==> config.mk <==
export PLATFORM = sky130hd
export DESIGN_NAME = frame_buffer_pixel_writer
export DESIGN_NICKNAME = d
export VERILOG_FILES = /design/src/rtl/frame_buffer_pixel_writer.sv
export SDC_FILE = /design/constraint.sdc
export NUM_CORES = 1
export LEC_CHECK = 0
export ABC_CLOCK_PERIOD_IN_PS = 3450
export CORE_AREA = 2 2 76 78
export CTS_CLUSTER_DIAMETER = 80
export CTS_CLUSTER_SIZE = 12
export DETAILED_ROUTE_END_ITERATION = 10
export DIE_AREA = 0 0 78 80
export PLACE_DENSITY = 0.83
export SETUP_SLACK_MARGIN = 0.02
export SLEW_MARGIN = 20
export SYNTH_ARGS = -nofsm -noshare
export SYNTH_HDL_FRONTEND = slang
export SYNTH_SLANG_ARGS = --single-unit
==> constraint.sdc <==
create_clock -name clk -period 3.45 [get_ports clk]
set_input_delay 0.69 -clock clk [delete_from_list [all_inputs] [get_ports clk]]
set_output_delay 0.69 -clock clk [all_outputs]
set_load 0.1 [all_outputs]
==> src/rtl/frame_buffer_pixel_writer.sv <==
// frame_buffer_pixel_writer: round-robin pixel write arbiter feeding the
// single frame buffer write port through a 2-stage pipeline (grant/clip
// stage, address/write stage). Optional statistics counters are enabled
// by defining PIXEL_WRITER_STATS_EN.
module frame_buffer_pixel_writer #(
  parameter int BITS_IN_FRAME_BUFFER_COLUMN  = 10,
  parameter int BITS_IN_FRAME_BUFFER_ROW     = 9,
  parameter int FRAME_BUFFER_COLUMNS         = 640,
  parameter int FRAME_BUFFER_ROWS            = 480,
  parameter int BITS_IN_FRAME_BUFFER_ADDRESS = 19,
  parameter int COLOR_BITS                   = 1,
  parameter int NUM_REQUESTERS               = 2
) (
  input  logic                                               clk,
  input  logic                                               reset,
  input  logic [NUM_REQUESTERS-1:0]                          requestWrPixel,
  input  logic [NUM_REQUESTERS*BITS_IN_FRAME_BUFFER_COLUMN-1:0] reqX,
  input  logic [NUM_REQUESTERS*BITS_IN_FRAME_BUFFER_ROW-1:0]    reqY,
  input  logic [NUM_REQUESTERS*COLOR_BITS-1:0]               reqColor,
  output logic [NUM_REQUESTERS-1:0]                          grantWrPixel,
  input  logic                                               fbBusy,
  output logic [BITS_IN_FRAME_BUFFER_ADDRESS-1:0]            fbAddress,
  output logic [COLOR_BITS-1:0]                              fbWrData,
  output logic                                               fbWrEn
`ifdef PIXEL_WRITER_STATS_EN
  ,
  output logic [31:0]                                        pixelsWritten,
  output logic [15:0]                                        pixelsClipped
`endif
);

  localparam int XW  = BITS_IN_FRAME_BUFFER_COLUMN;
  localparam int YW  = BITS_IN_FRAME_BUFFER_ROW;
  localparam int AW  = BITS_IN_FRAME_BUFFER_ADDRESS;
  localparam int CB  = COLOR_BITS;
  localparam int N   = NUM_REQUESTERS;
  localparam int LGW = (N > 1) ? $clog2(N) : 1;

  // One extra bit so the bound itself is representable for the compare.
  localparam logic [XW:0]   COLS_X = (XW+1)'(FRAME_BUFFER_COLUMNS);
  localparam logic [YW:0]   ROWS_Y = (YW+1)'(FRAME_BUFFER_ROWS);
  localparam logic [AW-1:0] COLS_A = AW'(FRAME_BUFFER_COLUMNS);
  localparam logic [LGW-1:0] LAST_RST = LGW'(N - 1);

  logic [LGW-1:0] lastGrant_q;
  logic [N-1:0]   grant_d;
  logic           found_d;
  logic           anyGrant_d;
  logic [LGW-1:0] selIdx_d;
  logic [XW-1:0]  selX_d;
  logic [YW-1:0]  selY_d;
  logic [CB-1:0]  selColor_d;
  logic           selInside_d;

  logic           s1Valid_q;
  logic           s1Inside_q;
  logic [XW-1:0]  s1X_q;
  logic [YW-1:0]  s1Y_q;
  logic [CB-1:0]  s1Color_q;

  logic           s2Valid_q;
  logic [AW-1:0]  fbAddress_q;
  logic [CB-1:0]  fbWrData_q;
  logic [AW-1:0]  addr_d;

  // Round-robin pick: scan offsets 1..N after the last granted index and
  // take the first requester found; the winner's pixel is muxed out too.
  always_comb begin
    grant_d    = '0;
    found_d    = 1'b0;
    selIdx_d   = lastGrant_q;
    selX_d     = '0;
    selY_d     = '0;
    selColor_d = '0;
    for (int k = 1; k <= N; k++) begin
      for (int i = 0; i < N; i++) begin
        if (!found_d && requestWrPixel[i] && (i == ((int'(lastGrant_q) + k) % N))) begin
          found_d    = 1'b1;
          grant_d[i] = 1'b1;
          selIdx_d   = LGW'(i);
          selX_d     = reqX[i*XW +: XW];
          selY_d     = reqY[i*YW +: YW];
          selColor_d = reqColor[i*CB +: CB];
        end
      end
    end
    anyGrant_d  = found_d && !fbBusy && !reset;
    selInside_d = ({1'b0, selX_d} < COLS_X) && ({1'b0, selY_d} < ROWS_Y);
  end

  // Grant is combinational in the request cycle; busy and reset mask it.
  assign grantWrPixel = anyGrant_d ? grant_d : '0;

  // Linear address; full AW-bit product so inside pixels never truncate.
  assign addr_d = AW'(s1Y_q) * COLS_A + AW'(s1X_q);

  // Pipeline and arbitration state; everything freezes while fbBusy is high.
  always_ff @(posedge clk or posedge reset) begin
    if (reset) begin
      lastGrant_q <= LAST_RST;
      s1Valid_q   <= 1'b0;
      s1Inside_q  <= 1'b0;
      s1X_q       <= '0;
      s1Y_q       <= '0;
      s1Color_q   <= '0;
      s2Valid_q   <= 1'b0;
      fbAddress_q <= '0;
      fbWrData_q  <= '0;
    end else if (!fbBusy) begin
      s1Valid_q <= anyGrant_d;
      if (anyGrant_d) begin
        lastGrant_q <= selIdx_d;
        s1X_q       <= selX_d;
        s1Y_q       <= selY_d;
        s1Color_q   <= selColor_d;
        s1Inside_q  <= selInside_d;
      end
      // Clipped pixels die here; they were granted so the requester moves on.
      s2Valid_q <= s1Valid_q && s1Inside_q;
      if (s1Valid_q && s1Inside_q) begin
        fbAddress_q <= addr_d;
        fbWrData_q  <= s1Color_q;
      end
    end
  end

  assign fbAddress = fbAddress_q;
  assign fbWrData  = fbWrData_q;
  // A scan-out cycle steals the port, so the held s2 pixel waits.
  assign fbWrEn    = s2Valid_q && !fbBusy;

`ifdef PIXEL_WRITER_STATS_EN
  logic [31:0] pixelsWritten_q;
  logic [15:0] pixelsClipped_q;

  // Saturating write/clip counters.
  always_ff @(posedge clk or posedge reset) begin
    if (reset) begin
      pixelsWritten_q <= '0;
      pixelsClipped_q <= '0;
    end else begin
      if (fbWrEn && (pixelsWritten_q != '1))
        pixelsWritten_q <= pixelsWritten_q + 32'd1;
      if (!fbBusy && s1Valid_q && !s1Inside_q && (pixelsClipped_q != '1))
        pixelsClipped_q <= pixelsClipped_q + 16'd1;
    end
  end

  assign pixelsWritten = pixelsWritten_q;
  assign pixelsClipped = pixelsClipped_q;
`endif

endmodule

==> results_dict.tcl <==
set metrics [dict create \
    worstHoldPathType "flip-flop to flip-flop" \
    async_reset_ff_frac 1.00 \
    ys_seq_area_frac 0.438 \
    avgSynthCellArea_um2 9.98 \
    synth_top_area_frac 0.428 \
    synth-xor-area-share 0.0418 \
    p_leak_uw 0.00155 \
    cts_resized 0 \
    synthCells 252 \
    slew_viol_final 0 \
    synth_nets 316 \
    seqCellArea_um2 1100 \
    initial_core_util 0.466 \
    synth_edf_count 0 \
    dpl-instance-area_um2 3270 \
    drt_first_iter_violations 98 \
    antenna_found_initial 0 \
    finalPower_uw 2830 \
    cts_setup_buffers 0 \
    crit_family "adder cells" \
    hold_buffers 0 \
    max_stage_delay_ns 0.46 \
    synth_compound_area_frac 0.216 \
    viasPerCell 5.37 \
    grt_pass1_wl_mm 9.88 \
    post-route-period-util 0.829 \
    wl_met1_mm 2.37 \
    ys_ff_latch 44 \
    pin_count 68 \
    row_count 27 \
    tightest_slew_ns 0.974 \
    top_layer_used "met4" \
    netlist_top_cells_count "dfrtp_1, nand2_1, a22oi_1" \
    dp_hpwl_mm 4.50 \
    wl_met3_um 207 \
    worstSkewPairLatency_ns 0.30 \
    ctsRootBufferMaster "clkbuf_8" \
    yosysMostFrequentCell "dfrtp_1" \
    fin_tns_setup_ns 0 \
    yosys.area_share.adder 0.100 \
    core-area_um2 5410 \
    powerDensity_nw_per_um2 833 \
    setup_viol 0 \
    crit_chain "ha_1 -> ha_1 -> fa_1 -> a211oi_2 -> o21ai_1 -> a221oi_4 -> nor4b_4 -> xnor2_1 -> o21ai_1" \
    yosysWarnings 0 \
    synth_top_family_by_area "compound AO/OA/AOI/OAI gates" \
    n_antenna_cell 0 \
    cts_tree "yes" \
    die_x_um 78 \
    fmax_ghz 0.350 \
    fin_crit_ns 2.86 \
    gp_congestion 0.843 \
    first_pass_iters 4 \
    layout-drive-gt1-share 0.138 \
    grt-ovfl-total 0 \
    crit_buf_inv 0 \
    rsz0062_at_grt "false" \
    critPathArrivalTime_ns 3.04 \
    start_kind "flip-flop" \
    cts.clk_slew.worst_paths_ns 0.08 \
    path_max_fanout 4 \
    skew_ns 0.00978 \
    grt_pass1_vias 2246 \
    die-area_um2 6240 \
    ys_types 42 \
    routedWlPerCell_um 14.5 \
    grt_max_degree 38 \
    cts_sinks 44 \
    ant_nets 0 \
    nets 383 \
    via_count 2104 \
    final_area_um2 3400 \
    max_cap_violations 0 \
    port_buffers 67 \
    worstSetupEndpointType "flip-flop" \
    slowest_stage "fa_1" \
    synthesis.area_um2 2520 \
    synthSimpleGateAreaFrac 0.137 \
    syn_to_final_growth_pct 35.2 \
    postRouteWirelength_mm 5.68 \
    cp.required_ns 3.63 \
    synth_flop_cell "dfrtp_1" \
    htreeDepth 2 \
    multiInputGateArea_um2 1350 \
    synth_top_area_cell "dfrtp_1" \
    status "completed" \
    fill_cells 480 \
    final-hold-violation-count 0 \
    muxShareOfSynthArea 0.0403 \
    max_slew_margin 0.349 \
    fp.dieH_um 80 \
    synth.area.top_cells "dfrtp_1, ha_1, nand2_1, a22oi_1, mux2_2" \
    cts_max_path_buffers 2 \
    ir_drop_v 0.000516 \
    cts_buffers 5 \
    route.detailed.drc 0 \
    final_cells 392 \
    critPathKind "flip-flop to flip-flop" \
    grt.total_usage 0.201 \
    dpl.cell_count 384 \
    wl_met2_mm 2.96 \
]
## area by class of cell
type | count | area share
multi-input cells | 190 | 0.397
flip-flops and latches | 44 | 0.324
repair buffers | 72 | 0.207
well taps | 72 | 0.0265
clock buffers | 6 | 0.0213
clock inverters | 2 | 0.0177
inverters | 6 | 0.00662
## sequential cells by signal (all words and copies together) (netlist names)
name / cells
s2Valid_q: 1
s1Y_q: 9
s1Inside_q: 1
fbAddress: 19
fbWrData: 1
lastGrant_q: 1
s1X_q: 10
s1Valid_q: 1
s1Color_q: 1
## worst min-delay path, cell delays in order (launching register included)
cell and delay [ns]:
dfrtp_1 0.35, nand2_1 0.05, nand2_1 0.05
## metal layers
| layer | up-vias | track usage |
|---|---|---|
| met2 | 51 | 0.364 |
| met4 | 0 | 0.0842 |
| met3 | 14 | 0.0430 |
| met5 | - | 0 |
| li1 | 1041 | - |
| met1 | 998 | 0.231 |
## layout by cell type, fill, tap and decap left out, types with 6 or more instances in the layout
cell type        synthesis  routed
mux2_2                   9       9
a22oi_1                 19      19
a21oi_1                 11      11
nand2_1                 41      41
dfrtp_1                 43      43
ha_1                    17      17
xor2_1                   6       6
buf_4                    0      15
inv_1                    6       6
xnor2_1                  6       6
o21ai_1                 14      14
o21ai_0                 15      14
clkdlybuf4s50_1          0      55
nor2_1                   8       8
## logic make-up (layout without fill, tap and decap cells)
group / after synthesis / in the layout
AOI/OAI and AO/OA: 80 / 80
and+or+nand+nor: 70 / 70
DFF: 44 / 44
adders and majority gates: 19 / 19
buffers and inverters: 18 / 86
xor gates and xnor gates: 12 / 12
muxes: 9 / 9
## metrics by stage
stage	utilization	worst slack [ns]	hold WS [ns]
final	0.629	0.591	0.482
after global routing	0.629	0.422	0.514
after CTS	0.629	0.575	0.489
after detailed placement	0.605	0.604	0.469
after global placement	0.605	0.699	0.452
after floorplan	-	0.493	0.435
## where the power goes
group / total (uW) / switching [uW] / internal, uW
Combinational: 1620 / 1160 / 460
Clock: 457 / 167 / 289
Sequential: 755 / 87.7 / 667
## path summary, 6_finish.rpt
check	start	endpoint	slack, ns	cells past startpoint
max in group asynchronous	reset	fbAddress[18]$_DFFE_PP0P_	2.01	3
hold / removal	s1Color_q$_DFFE_PP0P_	s1Color_q$_DFFE_PP0P_	0.48	2
min in group asynchronous	reset	s1X_q[6]$_DFFE_PP0P_	0.69	2
setup / recovery	s1Y_q[1]$_DFFE_PP0P_	fbAddress[17]$_DFFE_PP0P_	0.59	9
setup reg to reg	s1Y_q[1]$_DFFE_PP0P_	fbAddress[17]$_DFFE_PP0P_	0.59	9
hold reg to reg	s1Color_q$_DFFE_PP0P_	s1Color_q$_DFFE_PP0P_	0.48	2
Note: power is estimated with default switching activity, not from simulation.
